--- src/rtl/sub_serial.sv ---
// Bit-serial two's-complement subtractor: out = a - b, LSB first, one bit per clock.
// Level-enable start/done handshake shared with the serial adder.
module sub_serial #(
  parameter int WIDTH = 8,
  parameter int CNT_W = 3
) (
  input  logic             clk,
  input  logic             rst,
  input  logic             en,
  input  logic [WIDTH-1:0] a,
  input  logic [WIDTH-1:0] b,
  output logic [WIDTH-1:0] out,
  output logic             borrow,
  output logic             busy,
  output logic             done
);

  typedef enum logic [1:0] {
    IDLE = 2'd0,
    SUB  = 2'd1,
    DONE = 2'd2
  } state_t;

  state_t           state;
  logic [WIDTH-1:0] a_reg;
  logic [WIDTH-1:0] b_reg;
  logic [CNT_W-1:0] count;
  logic             brw;
  logic             d;
  logic             brw_next;

  always_comb begin
    d        = a_reg[0] ^ b_reg[0] ^ brw;
    brw_next = (~a_reg[0] & b_reg[0]) | (~a_reg[0] & brw) | (b_reg[0] & brw);
  end

  always_ff @(posedge clk or posedge rst) begin
    if (rst) begin
      state  <= IDLE;
      a_reg  <= '0;
      b_reg  <= '0;
      count  <= '0;
      brw    <= 1'b0;
      out    <= '0;
      borrow <= 1'b0;
    end else begin
      case (state)
        IDLE: begin
          if (en) begin
            a_reg  <= a;
            b_reg  <= b;
            out    <= '0;
            count  <= '0;
            brw    <= 1'b0;
            borrow <= 1'b0;
            state  <= SUB;
          end
        end
        SUB: begin
          // Difference bits enter at the MSB so the first bit ends at bit 0.
          out   <= {d, out[WIDTH-1:1]};
          a_reg <= a_reg >> 1;
          b_reg <= b_reg >> 1;
          brw   <= brw_next;
          count <= count + 1'b1;
          if (count == CNT_W'(WIDTH - 1)) begin
            borrow <= brw_next;
            state  <= DONE;
          end
        end
        DONE: begin
          if (!en) state <= IDLE;
        end
        default: state <= IDLE;
      endcase
    end
  end

  assign busy = (state == SUB);
  assign done = (state == DONE);

endmodule
--- config.mk ---
export PLATFORM = sky130hd
export DESIGN_NAME = sub_serial
export DESIGN_NICKNAME = d
export VERILOG_FILES = /design/src/rtl/sub_serial.sv
export SDC_FILE = /design/constraint.sdc
export NUM_CORES = 1
export LEC_CHECK = 0
export BUFFER_PORTS_ARGS = -buffer_cell sky130_fd_sc_hd__buf_2
export CAP_MARGIN = 20
export CELL_PAD_IN_SITES_DETAIL_PLACEMENT = 1
export CELL_PAD_IN_SITES_GLOBAL_PLACEMENT = 2
export CORE_MARGIN = 2
export CORE_UTILIZATION = 30
export DETAILED_ROUTE_END_ITERATION = 8
export GPL_ROUTABILITY_DRIVEN = 0
export PLACE_DENSITY = 0.77
export SYNTH_ARGS = -nofsm -noshare
export SYNTH_HDL_FRONTEND = slang
export SYNTH_SLANG_ARGS = --single-unit
--- constraint.sdc ---
create_clock -name clk -period 1.26 [get_ports clk]
set_input_delay 0.126 -clock clk [delete_from_list [all_inputs] [get_ports clk]]
set_output_delay 0.126 -clock clk [all_outputs]
set_load 0.005 [all_outputs]
==> results of run 1 <==
[synthesized netlist by cell type, types with 2 or more instances]
cell type  count
nor2b_1        4
nor2_1         5
a22o_1        14
buf_2          6
a211oi_1       7
nor4b_1       14
a221oi_1       7
buf_4          2
clkbuf_1       4
inv_1         16
dfrtp_1       31
nor3b_1        8
ha_1           2
[worst reg2reg max path: stages, from the launching register on]
cell and delay [ns]:
dfrtp_1 0.34, inv_2 0.05, fa_2 0.39, and2_4 0.14
a221o_1 0.28
[power breakdown]
group          leakage (nW)  switching (mW)  internal [mW]  total, mW
Combinational         0.645            1.25           1.58       2.83
Sequential            0.378           0.303           1.45       1.76
Clock                0.0422           0.355          0.387      0.741
[metal layers]
layer  global-route usage  vias up
met5                    0        -
met4              0.05455        0
met3              0.04938        5
met2               0.2619       27
met1               0.1967      601
li1                     -      570
[final timing paths]
kind	slack, ns	depth (start not counted)	start	to
min reg2reg	0.50	1	out[0]	out[0]
max reg2reg	-0.05	4	a_reg[0]	borrow
max in group asynchronous	0.47	4	rst	state[1]
min in group asynchronous	0.47	4	rst	out[7]
min	0.07	2	a[7]	a_reg[7]
max	-0.05	4	a_reg[0]	borrow
[what timing repair did]
action                                  CTS  global route
gates cloned                              2             0
pin swaps                                 3            11
hold endpoints to repair                 31             0
resized for setup                        26            29
hold buffers                              1             0
endpoints found under the setup margin   16            26
buffers inserted                          7             6
[cell usage in the layout, fill, tap and decap left out, drive strengths merged]
| cell | instances |
|---|---|
| nor4b | 14 |
| o21bai | 1 |
| buf | 56 |
| ha | 2 |
| a221o | 1 |
| nor2 | 5 |
| nor3b | 8 |
| inv | 16 |
| a22o | 14 |
| fa | 1 |
| o21ba | 1 |
| clkbuf | 7 |
| and3b | 1 |
| dfrtp | 31 |
| dlygate4sd3 | 1 |
| clkinv | 1 |
| a221oi | 7 |
| mux2 | 1 |
| a211oi | 7 |
| nor2b | 4 |
| and2 | 1 |
[cells by family after synthesis]
| logic type | synth area share |
|---|---|
| AO/OA/AOI/OAI | 0.1811 |
| adder cells (fa/ha/maj) | 0.03090 |
| buffers and inverters | 0.08240 |
| flip-flops | 0.5322 |
| multiplexers | 0.007725 |
| AND/OR/NAND/NOR | 0.1657 |
[per-stage QoR]
stage,cell area (sq um),hold slack [ns],cells,power (mW),setup TNS (ns)
after floorplan,1463,0.2295,127,2.935,-0.01771
after global placement,1742,0.2183,211,3.499,-0.03484
after detailed placement,1742,0.2385,211,3.621,-0.2135
after CTS,2097,0.06425,229,4.914,-0.1978
after global routing,2278,0.07062,234,5.738,-0.3115
final,2278,0.07340,234,5.329,-0.1031
[area by class of cell]
| type | instances | area [sq um] | area share |
|---|---|---|---|
| inverter | 16 | 60.06 | 0.02636 |
| sequential | 31 | 778.2 | 0.3416 |
| multi-input combinational | 68 | 839.6 | 0.3685 |
| timing repair buffer | 57 | 451.7 | 0.1982 |
| clock buffer | 7 | 76.32 | 0.03350 |
| clock inverter | 1 | 5.005 | 0.002197 |
| tap | 54 | 67.56 | 0.02965 |
==> impl_metrics.py, run 1 <==
metrics = {
    "power_and_ir_drop": {
        "ir_drop_mv": 0.9073,
        "p_leak_nw": 1.065,
        "power_density_mw_per_mm2": 2339,
    },
    "status": {
        "status": "finished, violations left",
        "violations": "setup timing",
    },
    "place": {
        "port-buffer-count": 29,
        "dpl.hpwl_microns": 2308,
        "post-place-ws_ns": -0.06415,
    },
    "clock_network": {
        "clkSlewWorstSetupHoldPaths_ns": 0.06,
        "clkLatencyLatePin_ns": 0.28,
        "numCtsBuffers": 5,
        "htreeDepth": 2,
        "cts_tree": "built",
        "cts_root_buffer": "clkbuf_8",
        "cts_sinks": 31,
        "max-clock-path-buffers": 2,
    },
    "synth": {
        "synth.distinct_cells": 20,
        "synth_enable_flop_cells": 0,
        "avgSynthCellArea_sq_um": 11.48,
        "async_flop_share": 1.000,
        "synth_area_leaders": "dfrtp_1 53%, a22o_1 8.4%, nor4b_1 8.4%, a221oi_1 4.2%, inv_1 4.1%",
        "synth.cell_area_sq_mm": 0.001458,
        "synth-seq-cells": 31,
        "synth-main-ff-cell": "dfrtp_1",
        "syn_nets": 149,
        "yosys.area.top_type_share": 0.5322,
        "yosys_warnings": 0,
        "ys_seq_area_frac": 0.5322,
        "yosys.area.top_type": "dfrtp_1",
        "syn_inst": 127,
    },
    "setup_path": {
        "path_class": "register to register",
        "cp_max_fo": 2,
        "crit_chain": "inv_2, fa_2, and2_4, a221o_1",
        "critPathSlowestCell": "fa_2",
        "max_stage_delay_ns": 0.39,
        "startpoint_type": "register",
        "worst-path-buf-inv": 1,
        "worstPathArrival_ns": 1.47,
        "path_delay_family": "adder cells",
        "cp.required_ns": 1.43,
        "cp-end-kind": "register",
    },
    "job": {
        "maxCapViolations": 0,
    },
    "route": {
        "via_count": 1203,
        "dr_wl_met2_microns": 2042,
        "wl_per_cell_microns": 17.32,
        "top_layer": "met4",
        "met1_length_microns": 1799,
        "wl_met3_microns": 158,
        "drt-initial-drc-count": 25,
        "ant_nets": 0,
        "drt-pass1-iter-count": 4,
        "drcViolationCount": 0,
        "wl_microns": 4053,
        "via_per_inst": 5.141,
    },
    "timing": {
        "relSlewSlack": 0.7297,
        "max_slew.worst_pin.slew_ns": 0.4054,
        "finalCriticalPeriod_ns": 1.308,
        "period_share": 1.038,
        "hold_violations": 0,
        "clock.fmax_ghz": 0.7646,
        "fin_ws_ns": -0.04794,
        "drv_slew": 0,
        "rsz0062_at_grt": "true",
        "skew_ns": 0.005066,
        "setup_viol": 3,
    },
    "min_path": {
        "hold_path_class": "primary input to register",
    },
    "die": {
        "io_pins": 30,
        "die_x_microns": 73.71,
        "die_area_sq_mm": 0.005432,
        "floorplan.initialDensity": 0.3107,
        "die_h_microns": 73.71,
        "coreArea_sq_mm": 0.004692,
        "rows": 25,
    },
    "grt": {
        "antenna_found_initial": 0,
        "overflow": 0,
        "grt_pass1_vias": 1252,
        "grt_first_pass_wirelength_microns": 6341,
        "grt_max_degree": 32,
        "grt_usage": 0.1591,
    },
    "layout": {
        "insertedDiodeCount": 0,
        "fin_nets": 201,
        "drive_above_1_share": 0.5556,
        "final_util": 0.4856,
        "nFillCells": 502,
        "syn_to_final_growth_pct": 56.31,
    },
}
Power figures use the tool's default switching activity.
==> run 2: changes to the inputs <==
==> constraint.sdc (replaced) <==
create_clock -name clk -period 1.1 [get_ports clk]
set_input_delay 0.11 -clock clk [delete_from_list [all_inputs] [get_ports clk]]
set_output_delay 0.11 -clock clk [all_outputs]
set_load 0.005 [all_outputs]
==> impl_metrics.py, run 2 (synthesis results as in run 1) <==
metrics = {
    "status": {
        "status": "finished, violations left",
        "violations": "setup timing",
    },
    "grt": {
        "grt_max_degree": 32,
        "grt_first_pass_wirelength_microns": 6548,
        "grt_pass1_vias": 1336,
        "grt_usage": 0.1623,
        "antenna_found_initial": 0,
        "overflow": 0,
    },
    "layout": {
        "insertedDiodeCount": 0,
        "nFillCells": 484,
        "final_common_cell": "dfrtp_1",
        "syn_to_final_growth_pct": 67.72,
        "final_util": 0.5211,
        "multiInputGateArea_sq_um": 879.6,
        "final_cell_mix": "29 x dfrtp_1, 28 x buf_2, 15 x buf_6",
        "area.sequential_sq_um": 778.2,
        "drive_above_1_share": 0.6064,
        "fin_nets": 209,
    },
    "timing": {
        "fin_ws_ns": -0.2468,
        "clock.fmax_ghz": 0.7425,
        "hold_violations": 0,
        "rsz0062_at_grt": "true",
        "max_slew.worst_pin.slew_ns": 0.4101,
        "setup_tns_ns": -3.939,
        "period_share": 1.224,
        "finalCriticalPeriod_ns": 1.347,
        "setup_viol": 33,
        "drv_slew": 0,
        "whs_ns": 0.04892,
        "skew_ns": 0.005487,
        "relSlewSlack": 0.7266,
    },
    "route": {
        "via_count": 1254,
        "wl_microns": 4175,
        "wl_per_cell_microns": 17.25,
        "ant_nets": 0,
        "drt-initial-drc-count": 43,
        "via_per_inst": 5.182,
        "drcViolationCount": 0,
        "drt-pass1-iter-count": 3,
    },
    "setup_path": {
        "cp_max_fo": 2,
        "path_class": "register to register",
        "r2r_cells": 3,
        "cp-end-kind": "register",
        "cp.depth": 3,
        "worst-path-buf-inv": 0,
        "worstPathArrival_ns": 1.52,
        "crit_chain": "fa_2, and2_4, a221o_1",
        "startpoint_type": "register",
        "cp.required_ns": 1.27,
        "path_delay_family": "flip-flops",
        "critPathSlowestCell": "dfrtp_1",
        "max_stage_delay_ns": 0.41,
    },
    "min_path": {
        "hold_path_class": "primary input to register",
        "hold_depth": 2,
    },
    "clock_network": {
        "cts_sinks": 31,
        "max-clock-path-buffers": 2,
        "numCtsBuffers": 5,
        "clkLatencyLatePin_ns": 0.28,
        "clkSlewWorstSetupHoldPaths_ns": 0.07,
        "htreeDepth": 2,
        "cts_root_buffer": "clkbuf_8",
        "cts_tree": "built",
    },
    "die": {
        "floorplan.initialDensity": 0.3107,
        "coreArea_sq_mm": 0.004692,
        "io_pins": 30,
        "die_area_sq_mm": 0.005432,
        "die_h_microns": 73.71,
        "die_x_microns": 73.71,
        "rows": 25,
    },
    "power_and_ir_drop": {
        "combPwrFrac": 0.561,
        "power_density_mw_per_mm2": 2812,
        "p_leak_nw": 1.137,
        "seqPwrFrac": 0.294,
        "p_sw_mw": 2.433,
        "p_total_mw": 6.875,
        "ir_drop_mv": 1.027,
        "pwr-share-clk": 0.145,
        "switching_share": 0.3540,
        "power.internal_mw": 4.442,
    },
    "place": {
        "dpl.hpwl_microns": 2488,
        "port-buffer-count": 29,
        "post-place-ws_ns": -0.2275,
    },
    "job": {
        "maxCapViolations": 0,
    },
}
run 2: layout make-up:
class / count / share of cell area
multi-input combinational: 68 / 0.3598
tap: 54 / 0.02764
sequential: 31 / 0.3183
inverter: 16 / 0.02457
clock buffer: 8 / 0.04094
timing repair buffer: 65 / 0.2288
run 2: timing repair:
action / CTS / global route
hold buffers: 1 / 0
resized for setup: 56 / 22
endpoints found under the hold margin: 31 / 0
pin swaps: 12 / 14
setup endpoints to repair: 33 / 33
buffers inserted: 3 / 13
cloned: 2 / 0
run 2: power by group through the flow:
stage	sequential, mW	combinational, mW	clock (mW)
final	2.02	3.86	0.995
after global routing	2.09	4.18	1.08
after CTS	2.01	3.12	1.02
after detailed placement	2.01	2.26	0
after global placement	1.97	2.13	0
after floorplan	1.94	1.48	0
run 2: metal layers:
layer / up-vias / global-route usage / routed length, microns
met1: 633 / 0.1925 / 1860
met2: 29 / 0.2798 / 2126
met4: 0 / 0.07273 / 69
li1: 585 / - / -
met5: - / 0 / 0
met3: 7 / 0.03429 / 119
run 2: worst paths after layout:
kind	from	end	slack, ns
max	b_reg[0]	borrow	-0.25
min	a[7]	a_reg[7]	0.05
max reg2reg	b_reg[0]	borrow	-0.25
min reg2reg	out[0]	out[0]	0.50
max in group asynchronous	rst	state[1]	0.32
min in group asynchronous	rst	out[5]	0.46
run 2: stage by stage:
step,area [sq um],cells
2_1_floorplan,1478,127
3_3_place_gp,1777,217
3_5_place_dp,1777,217
4_1_cts,2236,231
5_1_grt,2445,242
6_report,2445,242
==> run 3: changes to the inputs <==
--- a/config.mk
+++ b/config.mk
@@ -9,7 +9,7 @@
 export CAP_MARGIN = 20
 export CELL_PAD_IN_SITES_DETAIL_PLACEMENT = 1
 export CELL_PAD_IN_SITES_GLOBAL_PLACEMENT = 2
-export CORE_MARGIN = 2
+export CORE_MARGIN = 3
 export CORE_UTILIZATION = 30
 export DETAILED_ROUTE_END_ITERATION = 8
 export GPL_ROUTABILITY_DRIVEN = 0
==> impl_metrics.py, run 3 (synthesis results as in run 1) <==
metrics = {
    "place": {
        "post-place-ws_ns": -0.2241,
        "dpl.hpwl_microns": 2477,
        "port-buffer-count": 29,
        "dp_cells": 228,
    },
    "timing": {
        "fin_ws_ns": -0.2214,
        "setup_viol": 33,
        "skew_ns": 0.006101,
        "period_share": 1.201,
        "clock.fmax_ghz": 0.7568,
        "relSlewSlack": 0.7412,
        "rsz0062_at_grt": "true",
        "finalCriticalPeriod_ns": 1.321,
        "drv_slew": 0,
        "hold_violations": 0,
        "whs_ns": 0.05708,
        "max_slew.worst_pin.slew_ns": 0.3881,
    },
    "setup_path": {
        "crit_start": "b_reg[0]",
        "cp.depth": 3,
        "cp_max_fo": 2,
        "endpoint": "borrow",
        "cp.required_ns": 1.26,
        "path_class": "register to register",
        "crit_chain": "fa_2, and2_4, a221o_1",
        "path_delay_family": "flip-flops",
        "rrSetupSlack_ns": -0.22,
        "cp-end-kind": "register",
        "rr_startpoint": "b_reg[0]",
        "r2r_cells": 3,
        "startpoint_type": "register",
        "worst-path-buf-inv": 0,
        "critPathSlowestCell": "dfrtp_1",
        "max_stage_delay_ns": 0.40,
        "worstPathArrival_ns": 1.48,
        "r2r-end": "borrow",
    },
    "route": {
        "wl_met3_microns": 183,
        "drt-initial-drc-count": 25,
        "via_per_inst": 4.883,
        "via_count": 1211,
        "met1_length_microns": 1733,
        "ant_nets": 0,
        "top_layer": "met4",
        "wl_microns": 4066,
        "wl_per_cell_microns": 16.40,
        "dr_wl_met2_microns": 2105,
        "drt-pass1-iter-count": 4,
        "drcViolationCount": 0,
    },
    "die": {
        "io_pins": 30,
        "floorplan.initialDensity": 0.3215,
        "die_area_sq_mm": 0.005731,
        "die_h_microns": 75.71,
        "coreArea_sq_mm": 0.004534,
        "rows": 24,
        "die_x_microns": 75.71,
    },
    "job": {
        "maxCapViolations": 0,
    },
    "grt": {
        "grt_pass1_vias": 1346,
        "grt_first_pass_wirelength_microns": 6313,
        "overflow": 0,
        "antenna_found_initial": 0,
        "grt_usage": 0.1464,
        "grt_max_degree": 32,
    },
    "status": {
        "violations": "setup timing",
        "status": "finished, violations left",
    },
    "layout": {
        "insertedDiodeCount": 0,
        "drive_above_1_share": 0.6120,
        "final_common_cell": "dfrtp_1",
        "fin_nets": 204,
        "syn_to_final_growth_pct": 59.49,
        "stdcell_count": 248,
        "final_cell_mix": "29 x dfrtp_1, 28 x buf_2, 20 x buf_4, 15 x inv_1, 14 x a22o_1",
        "multiInputGateArea_sq_um": 859.6,
        "nFillCells": 477,
        "area.sequential_sq_um": 778.2,
    },
    "power_and_ir_drop": {
        "ir_drop_mv": 0.8675,
        "p_leak_nw": 1.074,
        "power_density_mw_per_mm2": 2686,
        "p_total_mw": 6.245,
    },
    "clock_network": {
        "cts_sinks": 31,
        "numCtsBuffers": 5,
        "cts_tree": "built",
        "clkLatencyLatePin_ns": 0.28,
        "htreeDepth": 2,
        "max-clock-path-buffers": 2,
        "clkSlewWorstSetupHoldPaths_ns": 0.07,
        "cts_root_buffer": "clkbuf_8",
    },
    "min_path": {
        "hold_path_class": "primary input to register",
    },
}
==> run 3: cell count changes in the layout (fill, tap and decap cells not counted), moves of 2 or more <==
| cell | change |
|---|---|
| clkbuf_16 | +2 |
| clkbuf_8 | -2 |
| a211oi_1 | -2 |
| nor3b_2 | +2 |
| a211oi_2 | +2 |
| buf_6 | -8 |
| buf_12 | -5 |
| nor4b_4 | -4 |
| buf_4 | +6 |
| nor4b_2 | +5 |
| nor3b_1 | -2 |
==> run 3: worst register-to-register path, delay by kind of cell (launching register included) <==
kind / cells / cell delay (ns)
and+or+nand+nor: 1 / 0.16
adders and majority gates: 1 / 0.37
DFF: 1 / 0.40
AOI/OAI and AO/OA: 1 / 0.28
==> run 3: cell type report <==
cell class              count  share of cell area
inverters                  16             0.02583
flip-flops and latches     31              0.3348
repair buffers             60              0.1997
clock inverters             1            0.002153
clock buffers               7             0.03283
multi-input cells          68              0.3698
well taps                  65             0.03498
==> run 3: stage by stage <==
step	utilization	TNS (ns)	cell area, sq um
3_5_place_dp	0.3949	-2.101	1790
4_1_cts	0.4310	-4.937	1954
2_1_floorplan	-	-0.4490	1478
6_report	0.5127	-4.790	2325
5_1_grt	0.5127	-6.268	2325
3_3_place_gp	0.3949	-1.685	1790
==> run 3: worst min path at each step <==
stage                     start       end  slack [ns]  depth (start not counted)
after global routing       b[7]  b_reg[7]        0.05                          2
final                      b[7]  b_reg[7]        0.06                          2
after global placement      rst  b_reg[1]        0.21                          3
after CTS                  b[7]  b_reg[7]        0.04                          2
after floorplan             rst  a_reg[0]        0.21                          1
after detailed placement    rst    out[6]        0.22                          3
==> run 3: repair_timing <==
action | 4_1_cts | 5_1_grt
resized for setup | 9 | 52
endpoints found under the hold margin | 31 | 0
setup endpoints to repair | 33 | 33
setup buffers | 3 | 4
pin swaps | 3 | 16
hold buffers | 1 | 0
cloned | 1 | 3
==> run 3: layer usage <==
layer / up-vias / track usage
li1: 573 / -
met1: 601 / 0.1795
met2: 31 / 0.2435
met3: 6 / 0.04222
met4: 0 / 0.05631
met5: - / 0
==> run 3: where the power goes <==
group / internal (mW) / leakage (nW) / switching (mW) / total [mW]
clock network: 0.443 / 0.0422 / 0.394 / 0.837
logic: 1.88 / 0.654 / 1.50 / 3.37
registers: 1.67 / 0.378 / 0.368 / 2.03
total: 3.98 / 1.07 / 2.26 / 6.25
